File: src/rtl/maj_chunk_popcount.sv
// Combinational popcount of one CHUNK-bit slice of the vector under check.
module maj_chunk_popcount #(
  parameter int CHUNK = 8
) (
  input  logic [CHUNK-1:0]             chunk,
  output logic [$clog2(CHUNK+1)-1:0]   count
);

  localparam int PC_W = $clog2(CHUNK + 1);

  always_comb begin
    count = '0;
    for (int i = 0; i < CHUNK; i++) begin
      count = count + PC_W'(chunk[i]);
    end
  end

endmodule

File: config.mk
export PLATFORM = sky130hd
export DESIGN_NAME = maj_chunk_popcount
export DESIGN_NICKNAME = d
export VERILOG_FILES = /design/src/rtl/maj_chunk_popcount.sv
export SDC_FILE = /design/constraint.sdc
export NUM_CORES = 1
export LEC_CHECK = 0
export CAP_MARGIN = 20
export CORE_AREA = 2 2 39 41
export DETAILED_ROUTE_END_ITERATION = 10
export DIE_AREA = 0 0 41 43
export PLACE_DENSITY = 0.46
export SKIP_LAST_GASP = 1
export SLEW_MARGIN = 10
export SYNTH_ARGS = -nofsm -noshare
export SYNTH_HDL_FRONTEND = slang
export SYNTH_SLANG_ARGS = --single-unit
File: constraint.sdc
create_clock -name vclk -period 6.9
set_clock_uncertainty 0.2 [all_clocks]
set_input_delay 1.38 -clock vclk [all_inputs]
set_output_delay 1.38 -clock vclk [all_outputs]
set_load 0.05 [all_outputs]
## After elaboration in Yosys (flattened, before gate mapping)

Cells that the tools add are included.

| word-level totals | value |
|---|---|
| output and inout bits | 4 |
| word-level logic and storage cells | 7 |
| input port bits | 8 |
| register bits | 0 |

| operators by class | value |
|---|---|
| add/sub/neg operators | 7 |

Operators with widths:

| kind | number |
|---|---|
| 4-bit by 1-bit adder with 4-bit output | 4 |
| 3-bit by 1-bit adder with 4-bit output | 1 |
| 2-bit by 1-bit adder with 3-bit output | 1 |
| 1-bit by 1-bit adder with 2-bit output | 1 |

## Depth between registers and ports, before layout

| logic depth | value |
|---|---|
| depth after elaboration | 7 |
| mapped depth | 9 |
| depth with buffers taken out | 9 |

## Worst setup path after synthesis

Ideal clock, no wire load.

| path | value |
|---|---|
| kind | input to output |
| from | input port chunk[0] |
| to | output port count[2] |
| data arrival time | 4.253 ns |
| slack | 1.067 ns |
| required time | 5.320 ns |
| buffers on the path | 0 |
| cell stages on the path | 9 |
| cell sequence | inv_1 -> fa_1 -> fa_1 -> fa_1 -> inv_1 -> ha_1 -> inv_1 -> fa_1 -> xnor2_1 |

| between the ends | value |
|---|---|
| longest elaborated chain between the ends | 7 |

Ends and longest elaborated chain:

| element | RTL line | text |
|---|---|---|
| start: declaration | 5 | `input logic [CHUNK-1:0] chunk,` |
| 1-bit by 1-bit adder with 2-bit output | 14 | `count = count + PC_W'(chunk[i]);` |
| 2-bit by 1-bit adder with 3-bit output | 14 |  |
| 3-bit by 1-bit adder with 4-bit output | 14 |  |
| 4-bit by 1-bit adder with 4-bit output (4 in a row) | 14 |  |
| end: declaration | 6 | `output logic [$clog2(CHUNK+1)-1:0] count` |

No other way between the ends.

## Worst setup path after layout

Ends and elaborated chain as after synthesis.

==> summary.md <==
The share of the clock period used by the worst path after layout is 93.9%. The worst slew margin relative to its limit was 66.8%; the synthesis-to-layout area growth was 73.7%. Together, buffers and inverters on the worst path number 5. Of the cells placed in the final design, the portion with a size suffix greater than 1 is 0%. At the worst endpoint, the arrival time is 4900 ps.

After detailed routing, the wire length on met1 is 135 um. The final net count is 53, and the simple-gate share of the synthesized area is 3.29%. The top cell types in the final layout, fill and taps aside, are 14 x sky130_fd_sc_hd__inv_1, 12 x sky130_fd_sc_hd__clkdlybuf4s50_1, 4 x sky130_fd_sc_hd__fa_1. The die boundary height is 43 um, and the maximum number of pins on one net before global-route repair is 3. For the pin with the worst max-slew slack, the measured transition is 497 ps. The total nets after synthesis was 39; the number of DRC violations after detailed routing was 0. The run gives 157 as the number of vias after detailed routing. The floorplan step defined a die boundary enclosing 1760 um^2. The length of the first detailed-routing pass in iterations is 1, and the layout sequential cell count is 0. Setup total negative slack on the finished layout was measured at 0 ps.

The most repeated library cell on the critical path was sky130_fd_sc_hd__fa_1. The share of synthesized area occupied by flip-flops and latches was 0%; the static leakage was 0.175 nW. The cell row count was 14. Setup repair after global routing left no endpoint under its margin.

The maximum single-stage delay on the critical path came out at 820 ps. The logs give 12 for the top-level I/O count and 154 MHz for the maximum operating frequency. After the first detailed-routing iteration, the DRC count stood at 0.

In the routed layout, each cell is associated on average with a via count of 3.02. In this run the remaining antenna-violating nets after routing total 0. In the final layout, flip-flops and latches occupy 0 um^2.

The tightest min-delay check is of the primary input to primary output type. The path type of the worst setup path is primary input to primary output. The routability-driven placement congestion ratio was 0.585; the die outline width was 41 um. For this block, the routed nets add up to 297 um of wire.

The worst setup path is captured at a primary output. The average routed wire per standard cell was 5.71 um. Across every metal layer, demand over resource in global routing totals 3.92%. For this design the ratio of total power to cell area is 235 nW/um^2. The worst path needs 6480 ps of the cycle, external delays included. The repair_antennas step left the layout with diodes totalling 0.

The multiplexer area fraction after synthesis came out at 0%. The design draws 0.0777 mW. For the worst setup path, the data required time is 5320 ps. The initial antenna violation count came out at 0. For the max-capacitance violation count, the log shows 0.

The top routing layer in use was met3. Synthesis instantiated 6 different standard cells from the library. Start point of the critical path: chunk[0].

Across the VDD grid, the largest voltage drop is 0.0753 mV. In this run the most critical hold path is launched from chunk[2]. The logs give 0 for the leftover overflow at the end of global routing and 13.7% for the initial cell density of the core.

The synthesized netlist devotes 2.63% of its cell area to compound gates. The count of final max-slew check failures was 0; the total setup violations reported at the end of the flow was 0. For the final cell area excluding filler cells, the log shows 330 um^2. The highest net fanout along the worst path came out at 2. During placement, the flow inserted port buffers numbering 12.

The first global-routing pass estimated 524 um of wire. The slowest stage of the critical path belongs to the cell sky130_fd_sc_hd__clkdlybuf4s50_1. For the number of gates resized after cts, the log shows 0. The run finished with clean final reports. After Yosys synthesis, full adders, half adders and majority gates account for 61.8% of the synthesized area.

The tools report the final hold violation count as 0. For the via count of the first global-routing pass, the log shows 161. In the finished layout, the clock tree contains a buffer count of 0. The cell family contributing the most delay on the critical path is adder cells.

Traced cell by cell, the critical path runs through clkdlybuf4s50_1, inv_1, fa_1, fa_1, fa_1, inv_1, ha_1, inv_1, fa_1, xnor2_1, clkdlybuf4s50_1. The cell count after synthesis came out at 24. After clock tree synthesis, the flow added hold-fix buffers numbering 0. Counting the fill cells in the layout gives 172.

By area, the combinational part of the netlist is dominated by adder cells. STA classifies the critical path startpoint as a primary input. Summing the areas of all xor and xnor instances in the mapped netlist gives 4.61% of the synthesized area. Yosys printed 0 warnings.

The number of setup buffers added after CTS is 0. In this run the cell area measured after placement is 330 um^2. Leaving out fill and tap cells, the most frequent cell in the layout is sky130_fd_sc_hd__inv_1.

The total core area was 1380 um^2; the post-synthesis area per instance was 7.92 um^2. The routed wire length on met2 was 134 um; the mapped cell area was 190 um^2. After detailed routing, the met3 layer carries 26 um of wire.
==> layer usage <==
metal / global-route usage, % / vias up
li1: - / 86
met1: 5.47 / 63
met2: 6.88 / 8
met3: 0 / 0
met4: 0 / 0
met5: 0 / -
==> power by group <==
| part | total, mW | internal, mW | switching [mW] |
|---|---|---|---|
| Combinational | 0.0777 | 0.0295 | 0.0482 |
| Sequential | 0 | 0 | 0 |
| Clock | 0 | 0 | 0 |
| Total | 0.0777 | 0.0295 | 0.0482 |
==> path summary, 6_finish.rpt <==
path,to,slack [ps],cells past startpoint
max,count[2],420,11
min,count[0],3930,3
==> cell families after synthesis <==
family | after synthesis
xor gates and xnor gates | 1
buffers and inverters | 14
adders and majority gates | 7
and+or+nand+nor | 1
AOI/OAI and AO/OA | 1
==> stage by stage <==
| step | instances | utilization, % | hold WS, ps | worst slack (ps) |
|---|---|---|---|---|
| floorplan | 24 | - | 2940 | 1070 |
| global placement | 52 | 23.9 | 3930 | 381 |
| detailed placement | 52 | 23.9 | 3930 | 403 |
| CTS | 52 | 23.9 | 3940 | 387 |
| global route | 52 | 23.9 | 3980 | 255 |
| finish | 52 | 23.9 | 3930 | 423 |
==> tightest hold or removal path, cell delays in order <==
cell	delay (ps)
sky130_fd_sc_hd__clkdlybuf4s50_1	460
sky130_fd_sc_hd__ha_1	220
sky130_fd_sc_hd__clkdlybuf4s50_1	690
==> layout make-up <==
type | count | area (um^2) | share of cell area [%]
multi-input combinational | 10 | 138 | 41.7
timing repair buffer | 12 | 120 | 36.4
inverter | 14 | 52.6 | 15.9
tap | 16 | 20.0 | 6.06
==> cells in the mapped netlist, drive strengths merged <==
cell | count | area (um^2)
inv | 14 | 52.6
fa | 4 | 80.1
ha | 3 | 37.5
a21oi | 1 | 5.00
nor2b | 1 | 6.26
xnor2 | 1 | 8.76
(Power assumes the default switching activity.)
